**config.mk**
```make
export PLATFORM = sky130hd
export DESIGN_NAME = id_ex_reg_flat
export DESIGN_NICKNAME = d
export VERILOG_FILES = /design/src/rtl/id_ex_reg_pkg.sv /design/src/rtl/id_ex_reg_if.sv /design/src/rtl/id_ex_reg_fwd_mux.sv /design/src/rtl/id_ex_reg.sv /design/src/flat_wrapper.sv
export SDC_FILE = /design/constraint.sdc
export NUM_CORES = 1
export LEC_CHECK = 0
export ABC_AREA = 0
export CORE_AREA = 2 2 184 186
export CTS_BUF_LIST = sky130_fd_sc_hd__clkbuf_2 sky130_fd_sc_hd__clkbuf_4 sky130_fd_sc_hd__clkbuf_8
export CTS_CLUSTER_DIAMETER = 200
export DETAILED_ROUTE_END_ITERATION = 8
export DIE_AREA = 0 0 186 188
export GPL_ROUTABILITY_DRIVEN = 0
export GPL_TIMING_DRIVEN = 0
export PLACE_DENSITY = 0.66
export SYNTH_ARGS = -nofsm -noshare
export SYNTH_HDL_FRONTEND = slang
export SYNTH_SLANG_ARGS = --single-unit
```
**constraint.sdc**
```tcl
create_clock -name clk -period 3.25 [get_ports clk]
set_clock_uncertainty 0.2 [all_clocks]
set_input_delay 0.65 -clock clk [delete_from_list [all_inputs] [get_ports clk]]
set_output_delay 0.65 -clock clk [all_outputs]
set_load 0.005 [all_outputs]
```
**src/rtl/id_ex_reg_pkg.sv**
```systemverilog
`default_nettype none
// ============================================================================
// Module      : id_ex_reg_pkg
// Description : Pipeline-wide constants and types. The ALU, the hazard unit
//               and the ID/EX register all depend on these definitions.
// Revision    : 1.0 - initial release
// ============================================================================
package id_ex_reg_pkg;

    // Width of the "cycles until result exists" field carried down the pipe
    localparam int TNEW_W = 2;

    // Instruction word placed in a stage that holds no real instruction
    localparam logic [31:0] NOP_INSTR_WORD = 32'h0000_0000;

    // ALU opcode encodings shared with the ALU and the decoder
    typedef enum logic [2:0] {
        ALU_SUB = 3'd0,
        ALU_ADD = 3'd1,
        ALU_OR  = 3'd2,
        ALU_LUI = 3'd3
    } alu_op_e;

    typedef logic [TNEW_W-1:0] tnew_t;

    // A result one stage further down is one cycle closer; it never goes below 0
    function automatic tnew_t tnew_advance(input tnew_t t);
        return (t == '0) ? '0 : t - tnew_t'(1);
    endfunction

endpackage
`default_nettype wire

```
**src/rtl/id_ex_reg_if.sv**
```systemverilog
`default_nettype none
// ============================================================================
// Module      : id_ex_reg_if
// Description : Bundle of D-stage inputs, M/W forwarding sources, the hazard
//               stall and the E-stage outputs around the ID/EX register.
// Revision    : 1.0 - initial release
// ============================================================================
interface id_ex_reg_if;
    import id_ex_reg_pkg::*;

    logic        stall;

    logic [31:0] D_pc;
    logic [31:0] D_instr;
    logic [31:0] D_rsData;
    logic [31:0] D_rtData;
    logic [31:0] D_imm32;
    logic [2:0]  D_aluOp;
    logic        D_aluSrc;
    logic [4:0]  D_rsAddr;
    logic [4:0]  D_rtAddr;
    logic [4:0]  D_wAddr;
    tnew_t       D_tNew;

    logic [4:0]  M_wAddr;
    logic [31:0] M_wData;
    tnew_t       M_tNew;

    logic [4:0]  W_wAddr;
    logic [31:0] W_wData;

    logic [31:0] E_pc;
    logic [31:0] E_instr;
    logic [31:0] E_imm32;
    logic [2:0]  E_aluOp;
    logic [4:0]  E_rsAddr;
    logic [4:0]  E_rtAddr;
    logic [4:0]  E_wAddr;
    tnew_t       E_tNew;
    logic        E_valid;
    logic [31:0] E_Src1;
    logic [31:0] E_Src2;
    logic [31:0] E_rtFwd;

    // Pipeline side that feeds the register and consumes its outputs
    modport master (
        output stall,
        output D_pc, D_instr, D_rsData, D_rtData, D_imm32, D_aluOp, D_aluSrc,
        output D_rsAddr, D_rtAddr, D_wAddr, D_tNew,
        output M_wAddr, M_wData, M_tNew, W_wAddr, W_wData,
        input  E_pc, E_instr, E_imm32, E_aluOp, E_rsAddr, E_rtAddr, E_wAddr,
        input  E_tNew, E_valid, E_Src1, E_Src2, E_rtFwd
    );

    // The ID/EX register itself
    modport slave (
        input  stall,
        input  D_pc, D_instr, D_rsData, D_rtData, D_imm32, D_aluOp, D_aluSrc,
        input  D_rsAddr, D_rtAddr, D_wAddr, D_tNew,
        input  M_wAddr, M_wData, M_tNew, W_wAddr, W_wData,
        output E_pc, E_instr, E_imm32, E_aluOp, E_rsAddr, E_rtAddr, E_wAddr,
        output E_tNew, E_valid, E_Src1, E_Src2, E_rtFwd
    );

endinterface
`default_nettype wire

```
**src/rtl/id_ex_reg_fwd_mux.sv**
```systemverilog
`default_nettype none
// ============================================================================
// Module      : fwd_mux
// Description : Selects the freshest value of one source register from the
//               M stage, the W stage or the value latched at decode.
// Revision    : 1.0 - initial release
// ============================================================================
module fwd_mux
    import id_ex_reg_pkg::*;
(
    input  logic [4:0]  addr,
    input  logic [31:0] reg_data,
    input  logic [4:0]  m_waddr,
    input  logic [31:0] m_wdata,
    input  tnew_t       m_tnew,
    input  logic [4:0]  w_waddr,
    input  logic [31:0] w_wdata,
    output logic [31:0] fwd_data
);

    // M wins over W because it is younger; register 0 is hard-wired and never
    // forwarded; M only forwards once its result actually exists (tNew == 0)
    always_comb begin
        fwd_data = reg_data;
        if (addr != 5'd0) begin
            if ((addr == m_waddr) && (m_tnew == '0)) begin
                fwd_data = m_wdata;
            end else if (addr == w_waddr) begin
                fwd_data = w_wdata;
            end
        end
    end

endmodule
`default_nettype wire

```
**src/rtl/id_ex_reg.sv**
```systemverilog
`default_nettype none
// ============================================================================
// Module      : id_ex_reg
// Description : ID/EX pipeline register with bubble insertion on stall or
//               reset, and combinational M/W forwarding onto the E operands.
// Revision    : 1.0 - initial release
// ============================================================================
module id_ex_reg
    import id_ex_reg_pkg::*;
#(
    parameter logic [31:0] NOP_INSTR = NOP_INSTR_WORD
)
(
    input  logic         clk,
    input  logic         reset,
    id_ex_reg_if.slave   bus
);

    logic [31:0] r_pc;
    logic [31:0] r_instr;
    logic [31:0] r_rs_data;
    logic [31:0] r_rt_data;
    logic [31:0] r_imm32;
    alu_op_e     r_alu_op;
    logic        r_alu_src;
    logic [4:0]  r_rs_addr;
    logic [4:0]  r_rt_addr;
    logic [4:0]  r_w_addr;
    tnew_t       r_tnew;
    logic        r_valid;

    logic [31:0] w_rs_fwd;
    logic [31:0] w_rt_fwd;

    // Capture D every cycle; a reset or stall loads a non-writing bubble instead
    always_ff @(posedge clk) begin
        if (reset || bus.stall) begin
            r_pc      <= '0;
            r_instr   <= NOP_INSTR;
            r_rs_data <= '0;
            r_rt_data <= '0;
            r_imm32   <= '0;
            r_alu_op  <= ALU_SUB;
            r_alu_src <= 1'b0;
            r_rs_addr <= '0;
            r_rt_addr <= '0;
            r_w_addr  <= '0;
            r_tnew    <= '0;
            r_valid   <= 1'b0;
        end else begin
            r_pc      <= bus.D_pc;
            r_instr   <= bus.D_instr;
            r_rs_data <= bus.D_rsData;
            r_rt_data <= bus.D_rtData;
            r_imm32   <= bus.D_imm32;
            r_alu_op  <= alu_op_e'(bus.D_aluOp);
            r_alu_src <= bus.D_aluSrc;
            r_rs_addr <= bus.D_rsAddr;
            r_rt_addr <= bus.D_rtAddr;
            r_w_addr  <= bus.D_wAddr;
            r_tnew    <= tnew_advance(bus.D_tNew);
            r_valid   <= 1'b1;
        end
    end

    fwd_mux u_fwd_rs (
        .addr     (r_rs_addr),
        .reg_data (r_rs_data),
        .m_waddr  (bus.M_wAddr),
        .m_wdata  (bus.M_wData),
        .m_tnew   (bus.M_tNew),
        .w_waddr  (bus.W_wAddr),
        .w_wdata  (bus.W_wData),
        .fwd_data (w_rs_fwd)
    );

    fwd_mux u_fwd_rt (
        .addr     (r_rt_addr),
        .reg_data (r_rt_data),
        .m_waddr  (bus.M_wAddr),
        .m_wdata  (bus.M_wData),
        .m_tnew   (bus.M_tNew),
        .w_waddr  (bus.W_wAddr),
        .w_wdata  (bus.W_wData),
        .fwd_data (w_rt_fwd)
    );

    assign bus.E_pc     = r_pc;
    assign bus.E_instr  = r_instr;
    assign bus.E_imm32  = r_imm32;
    assign bus.E_aluOp  = r_alu_op;
    assign bus.E_rsAddr = r_rs_addr;
    assign bus.E_rtAddr = r_rt_addr;
    assign bus.E_wAddr  = r_w_addr;
    assign bus.E_tNew   = r_tnew;
    assign bus.E_valid  = r_valid;
    assign bus.E_Src1   = w_rs_fwd;
    assign bus.E_rtFwd  = w_rt_fwd;
    assign bus.E_Src2   = r_alu_src ? r_imm32 : w_rt_fwd;

endmodule
`default_nettype wire

```
**src/flat_wrapper.sv**
```systemverilog
// flat-port wrapper written by rule: the top's interface ports become plain ports
module id_ex_reg_flat import id_ex_reg_pkg::*;
#(
    parameter logic [31:0] NOP_INSTR = NOP_INSTR_WORD
)
  (clk, reset, bus_stall, bus_D_pc, bus_D_instr, bus_D_rsData, bus_D_rtData, bus_D_imm32, bus_D_aluOp, bus_D_aluSrc, bus_D_rsAddr, bus_D_rtAddr, bus_D_wAddr, bus_D_tNew, bus_M_wAddr, bus_M_wData, bus_M_tNew, bus_W_wAddr, bus_W_wData, bus_E_pc, bus_E_instr, bus_E_imm32, bus_E_aluOp, bus_E_rsAddr, bus_E_rtAddr, bus_E_wAddr, bus_E_tNew, bus_E_valid, bus_E_Src1, bus_E_Src2, bus_E_rtFwd);
  id_ex_reg_if bus_i ();
  input  logic clk;
  input  logic reset;
  input wire logic [$bits(bus_i.stall)-1:0] bus_stall;
  input wire logic [$bits(bus_i.D_pc)-1:0] bus_D_pc;
  input wire logic [$bits(bus_i.D_instr)-1:0] bus_D_instr;
  input wire logic [$bits(bus_i.D_rsData)-1:0] bus_D_rsData;
  input wire logic [$bits(bus_i.D_rtData)-1:0] bus_D_rtData;
  input wire logic [$bits(bus_i.D_imm32)-1:0] bus_D_imm32;
  input wire logic [$bits(bus_i.D_aluOp)-1:0] bus_D_aluOp;
  input wire logic [$bits(bus_i.D_aluSrc)-1:0] bus_D_aluSrc;
  input wire logic [$bits(bus_i.D_rsAddr)-1:0] bus_D_rsAddr;
  input wire logic [$bits(bus_i.D_rtAddr)-1:0] bus_D_rtAddr;
  input wire logic [$bits(bus_i.D_wAddr)-1:0] bus_D_wAddr;
  input wire logic [$bits(bus_i.D_tNew)-1:0] bus_D_tNew;
  input wire logic [$bits(bus_i.M_wAddr)-1:0] bus_M_wAddr;
  input wire logic [$bits(bus_i.M_wData)-1:0] bus_M_wData;
  input wire logic [$bits(bus_i.M_tNew)-1:0] bus_M_tNew;
  input wire logic [$bits(bus_i.W_wAddr)-1:0] bus_W_wAddr;
  input wire logic [$bits(bus_i.W_wData)-1:0] bus_W_wData;
  output wire logic [$bits(bus_i.E_pc)-1:0] bus_E_pc;
  output wire logic [$bits(bus_i.E_instr)-1:0] bus_E_instr;
  output wire logic [$bits(bus_i.E_imm32)-1:0] bus_E_imm32;
  output wire logic [$bits(bus_i.E_aluOp)-1:0] bus_E_aluOp;
  output wire logic [$bits(bus_i.E_rsAddr)-1:0] bus_E_rsAddr;
  output wire logic [$bits(bus_i.E_rtAddr)-1:0] bus_E_rtAddr;
  output wire logic [$bits(bus_i.E_wAddr)-1:0] bus_E_wAddr;
  output wire logic [$bits(bus_i.E_tNew)-1:0] bus_E_tNew;
  output wire logic [$bits(bus_i.E_valid)-1:0] bus_E_valid;
  output wire logic [$bits(bus_i.E_Src1)-1:0] bus_E_Src1;
  output wire logic [$bits(bus_i.E_Src2)-1:0] bus_E_Src2;
  output wire logic [$bits(bus_i.E_rtFwd)-1:0] bus_E_rtFwd;
  assign bus_i.stall = bus_stall;
  assign bus_i.D_pc = bus_D_pc;
  assign bus_i.D_instr = bus_D_instr;
  assign bus_i.D_rsData = bus_D_rsData;
  assign bus_i.D_rtData = bus_D_rtData;
  assign bus_i.D_imm32 = bus_D_imm32;
  assign bus_i.D_aluOp = bus_D_aluOp;
  assign bus_i.D_aluSrc = bus_D_aluSrc;
  assign bus_i.D_rsAddr = bus_D_rsAddr;
  assign bus_i.D_rtAddr = bus_D_rtAddr;
  assign bus_i.D_wAddr = bus_D_wAddr;
  assign bus_i.D_tNew = bus_D_tNew;
  assign bus_i.M_wAddr = bus_M_wAddr;
  assign bus_i.M_wData = bus_M_wData;
  assign bus_i.M_tNew = bus_M_tNew;
  assign bus_i.W_wAddr = bus_W_wAddr;
  assign bus_i.W_wData = bus_W_wData;
  assign bus_E_pc = bus_i.E_pc;
  assign bus_E_instr = bus_i.E_instr;
  assign bus_E_imm32 = bus_i.E_imm32;
  assign bus_E_aluOp = bus_i.E_aluOp;
  assign bus_E_rsAddr = bus_i.E_rsAddr;
  assign bus_E_rtAddr = bus_i.E_rtAddr;
  assign bus_E_wAddr = bus_i.E_wAddr;
  assign bus_E_tNew = bus_i.E_tNew;
  assign bus_E_valid = bus_i.E_valid;
  assign bus_E_Src1 = bus_i.E_Src1;
  assign bus_E_Src2 = bus_i.E_Src2;
  assign bus_E_rtFwd = bus_i.E_rtFwd;
  id_ex_reg #(.NOP_INSTR(NOP_INSTR)) u_core (.clk(clk), .reset(reset), .bus(bus_i));
endmodule
```
## Word-level counts from Yosys, hierarchy flattened

Cells that the tools add are included.

| operators by class | value |
|---|---|
| muxes and demuxes | 8 |
| add/sub/neg operators | 1 |
| equality and inequality tests | 4 |
| reductions and logical operators | 8 |

Operator list:

| cell | count |
|---|---|
| two-way mux 32 bit | 7 |
| == test 5 bit | 4 |
| nonzero test 5 bit | 2 |
| zero test 2 bit | 2 |
| logical AND 1 bit | 2 |
| OR reduction 2 bit | 1 |
| subtractor 2 x 1 -> 2 bit, second input constant | 1 |
| logical OR 1 bit | 1 |
| two-way mux 1 bit | 1 |

| storage, ports and cells | value |
|---|---|
| flip-flop bits (word level) | 182 |
| bits of input ports | 260 |
| logic and storage cells | 33 |
| output and inout port bits | 213 |

## Depth between registers and ports, before layout

| depth | value |
|---|---|
| depth after elaboration | 5 |
| gate-level depth with buffers | 7 |
| depth with buffers taken out | 5 |

## By module

From an unflattened synthesis, not the netlist that was laid out.

| unflattened totals | value |
|---|---|
| cell total of the unflattened synthesis | 717 |
| area total of the unflattened synthesis | 8,282.9 um^2 |

By module, submodules not included:

| module | area an instance (um^2) | seq. area each (um^2) | times used | cells each |
|---|---|---|---|---|
| id_ex_reg | 6,010.8 | 3,643.5 | 1 | 443 |
| fwd_mux | 1,136.1 | 0.0 | 2 | 137 |

## Worst setup path after synthesis

OpenSTA, ideal clock, no wires.

| timing path | value |
|---|---|
| kind | input-to-output |
| start | input bus_M_wAddr[2] |
| end | output bus_E_Src1[22] |
| required time | 2,400 ps |
| buffers on the path | 1 |
| arrival | 2,025 ps |
| cell stages on the path | 6 |
| slack | 375 ps |
| path through | xnor2_1 > nand4_1 > nor4_4 > buf_2 > mux2_1 > o2bb2ai_1 |

| on the way | value |
|---|---|
| longest elaborated chain between the ends | 4 |

Ends and longest elaborated chain:

| item | RTL line | text |
|---|---|---|
| start: declaration | flat_wrapper.sv:22 | `input wire logic [$bits(bus_i.M_wAddr)-1:0] bus_M_wAddr;` |
| == test 5 bit | id_ex_reg_fwd_mux.sv:26 | `if ((addr == m_waddr) && (m_tnew == '0)) begin` |
| logical AND 1 bit | id_ex_reg_fwd_mux.sv:26 |  |
| two-way mux 32 bit | id_ex_reg_fwd_mux.sv:26 |  |
| two-way mux 32 bit | id_ex_reg_fwd_mux.sv:25 | `if (addr != 5'd0) begin` |
| end: declaration | flat_wrapper.sv:36 | `output wire logic [$bits(bus_i.E_Src1)-1:0] bus_E_Src1;` |

No other way between the ends.

## Worst setup path after layout

| timing path | value |
|---|---|
| start | register u_core.r_rt_addr[2] (netlist: u_core.bus.E_rtAddr[2]) |
| end | output bus_E_rtFwd[6] |

| on the way | value |
|---|---|
| longest elaborated chain between the ends | 4 |
| elaborated cells on any way between the ends | 7 |
| those cells by class | eq/ne (2); mux (3); reduce/logical (2) |

Ends and longest elaborated chain:

| item | RTL line | text |
|---|---|---|
| start: declaration | id_ex_reg.sv:27 | `logic [4:0] r_rt_addr;` |
| start signal: assignment | id_ex_reg.sv:59 | `r_rt_addr <= bus.D_rtAddr;` |
| == test 5 bit, on equally long branches | id_ex_reg_fwd_mux.sv:28, id_ex_reg_fwd_mux.sv:26 |  |
| two-way mux 32 bit or logical AND 1 bit (tied branches) | id_ex_reg_fwd_mux.sv:28, id_ex_reg_fwd_mux.sv:26 |  |
| two-way mux 32 bit | id_ex_reg_fwd_mux.sv:26 |  |
| two-way mux 32 bit * | id_ex_reg_fwd_mux.sv:25 |  |
| end: declaration | flat_wrapper.sv:38 | `output wire logic [$bits(bus_i.E_rtFwd)-1:0] bus_E_rtFwd;` |

Every way passes the cells marked *; elsewhere a longest branch is shown, timed or not.

==> flow_summary.toml <==
[synthesis]
syn_nets = 1056
synth_top_area_cell = "dfxtp_1"
synth_top_cell_area_share_pct = 47.2
ys_seq_area_share_pct = 47.2
ys_ff_latch = 182
ys_types = 38
syn_area_sq_um = 7710
synth_flop_cell = "dfxtp_1"
synthArstFlopShare_pct = 0
synth_edf_count = 0
postSynthAreaPerCell_sq_um = 9.70
ys_warn_count = 0
synthCells = 795
synth.area.top_cells = "dfxtp_1 (47%), and2_1 (15%), o2bb2ai_1 (7.0%)"

[pwr]
sequentialPowerShare_pct = 46.1
ir_drop_uv = 255
clkPwrFrac_pct = 31.5
switching_power_w = 0.00151
swShare_pct = 29.4
p_leak_nw = 6.01
combPwrFrac_pct = 22.4
finalPower_w = 0.00514
intPower_w = 0.00363
power_density_nw_per_um2 = 334

[sta]
hold_viol = 0
rsz0062_at_grt = "yes"
worst-slew-pin-transition_ns = 0.941
fmax_mhz = 284
min_period_over_period_pct = 108
setup_violations = 92
maxSlewViolCount = 0
period_minus_slack_ns = 3.52
timing.final.ws_setup_ns = -0.272
relSlewSlack_pct = 37.0

[setup_path]
criticalPathCategory = "reg2out"
end_kind = "output port"
required_ns = 2.40
worstPathArrival_ns = 2.67
critical_path.startpoint = "u_core.bus.E_rtAddr[2]"
start_kind = "flip-flop"
critical_path.max_fanout = 7

[finish]
area_growth_pct = 99.7
ff_latch_area_sq_um = 3670
multi_input_area_sq_um = 4950
fin_area_sq_um = 15400
fin_nets = 1608
fill_cells = 3131
drive_above_1_share_pct = 30.5

[job]
maxCapViolCount = 0

[global_routing]
grt_max_degree = 18
grt-ovfl-total = 0
grt_usage_pct = 21.8
grt_pass1_wl_um = 55000
grt_pass1_vias = 8555
antenna_found_initial = 2

[hold_path]
hold_start = "bus_D_rtData[18]"
min-delay-path-class = "in2reg"

[floorplanning]
core_sq_um = 33100
dieArea_sq_um = 35000
num_rows = 67
start_util_pct = 23.3
io_pins = 473
die_w_um = 186
dieHeight_um = 188

[route]
viasPerCell = 4.54
drtAntennaViolNets = 0
wirelength_um = 39600
avgRoutedWirePerCell_um = 21.9
num_vias = 8213
drtIter0Drc = 324
dr.pass1.iters = 6
drcViolationCount = 0

[clock_tree]
cts_buffers = 17
clk_path_buf_depth = 2
htreeDepth = 4
cts_tree = "yes"
ctsHoldBuffers = 0
root_buffer = "clkbuf_8"
clk_pin_slew_ns = 0.12
clock-sinks = 182

[run_status]
violations = "setup timing"
status = "finished, violations left"

[placement]
post-dp-hpwl_um = 29200
placed_area_sq_um = 13000
port_buffers = 472
-- path summary, 6_finish.rpt --
kind	to	cells past startpoint
worst min-delay path	u_core.r_rt_data[18]	2
worst max-delay path	bus_E_rtFwd[6]	10
-- layout make-up --
class,instances,share of cell area [%]
repair buffers,536,33.5
inverters,34,0.829
plain buffers,64,3.47
flip-flops and latches,182,23.8
well taps,448,3.64
clock buffers,18,1.61
multi-input cells,512,32.2
diodes,1,0.0163
clock inverters,13,0.918
-- worst max-delay path: stages (launching register included) --
cell	delay, ns
dfxtp_4	0.37
xor2_1	0.15
or3_1	0.33
buf_6	0.16
or2_4	0.33
buf_12	0.15
buf_16	0.14
a31oi_4	0.21
buf_6	0.14
o2bb2ai_2	0.05
buf_2	0.15
-- logic make-up (layout without fill, tap and decap cells) --
logic type      Yosys count  after routing  synth area share, %
other cells               0              1                    0
compound gates          131            131                 15.6
buf+inv                 101            665                 5.45
xor+xnor                 20             20                 2.27
flops                   182            182                 47.2
mux                      32             32                 4.64
simple gates            328            328                 24.6
fa+ha+maj                 1              1                0.162
-- cell usage after synthesis (9+ instances only) --
library cell,instances
mux2_2,22
o2bb2ai_1,62
and2_1,181
dfxtp_1,182
a31oi_2,21
clkbuf_1,48
nand2b_1,31
nand2_1,32
nor3_1,31
xnor2_1,13
o221ai_1,29
inv_1,34
buf_2,15
nand3_1,31
a31oi_1,9
-- cell usage in the layout, fill, tap and decap left out, types with 5 or more instances in the layout --
master | netlist | final
o2bb2ai_4 | 0 | 9
o2bb2ai_1 | 62 | 24
buf_6 | 3 | 36
xnor2_1 | 13 | 10
buf_4 | 0 | 19
a31oi_4 | 0 | 30
and2_1 | 181 | 180
buf_2 | 15 | 67
o2bb2ai_2 | 0 | 29
nor3_2 | 1 | 14
o221ai_2 | 1 | 25
nor2_1 | 8 | 5
clkbuf_1 | 48 | 21
dfxtp_1 | 182 | 173
clkdlybuf4s50_1 | 0 | 364
buf_12 | 0 | 19
nand2b_1 | 31 | 31
nand2_1 | 32 | 31
dfxtp_4 | 0 | 5
buf_8 | 0 | 6
dlygate4sd2_1 | 0 | 10
nor3_4 | 0 | 14
clkbuf_2 | 0 | 32
clkbuf_8 | 0 | 22
clkbuf_16 | 0 | 5
o221ai_1 | 29 | 5
inv_1 | 34 | 34
nand3_1 | 31 | 30
clkbuf_4 | 0 | 10
mux2_4 | 0 | 30
-- per-layer routing --
layer	global-route usage [%]	vias up	wire length [um]
li1	-	3855	-
met1	24.7	3954	15500
met2	38.8	355	20400
met3	5.83	47	2660
met4	8.15	2	1030
met5	0	-	9
-- power groups by stage --
stage / Combinational (W) / Sequential [W] / Clock [W]
finish: 0.00115 / 0.00237 / 0.00162
global route: 0.00123 / 0.00238 / 0.00174
CTS: 0.00111 / 0.00237 / 0.00166
detailed placement: 0.00102 / 0.00242 / 0
global placement: 0.00101 / 0.00242 / 0
floorplan: 0.000294 / 0.00241 / 0
-- sequential cells by signal, summed over array words and instances, names as in the netlist --
| signal | cells |
|---|---|
| u_core.bus.E_tNew | 2 |
| u_core.bus.E_rsAddr | 5 |
| u_core.r_alu_src | 1 |
| u_core.bus.E_wAddr | 5 |
| u_core.bus.E_valid | 1 |
| u_core.bus.E_rtAddr | 5 |
| u_core.r_rs_data | 32 |
| u_core.r_rt_data | 32 |
| u_core.bus.E_pc | 32 |
| u_core.bus.E_aluOp | 3 |
| u_core.bus.E_imm32 | 32 |
| u_core.bus.E_instr | 32 |
-- per-stage QoR --
step                      std cells  setup WS, ns  utilization, %  hold WS, ns  setup TNS, ns
after global routing           1808        -0.367            46.5        0.445         -20.36
after detailed placement       1715         -1.31            39.2         1.02        -138.24
after floorplan                 795         0.375               -        0.522              0
final                          1808        -0.272            46.5        0.480         -11.18
after global placement         1715         -1.29            39.2         1.02        -133.99
after CTS                      1792        -0.349            44.9        0.434         -14.96
-- what timing repair did --
action | in CTS | in global routing
buffers inserted | 41 | 18
resized for setup | 604 | 148
pin swaps | 52 | 50
setup endpoints to repair | 96 | 106
gates cloned | 5 | 4
Note: power is estimated with default switching activity, not from simulation.
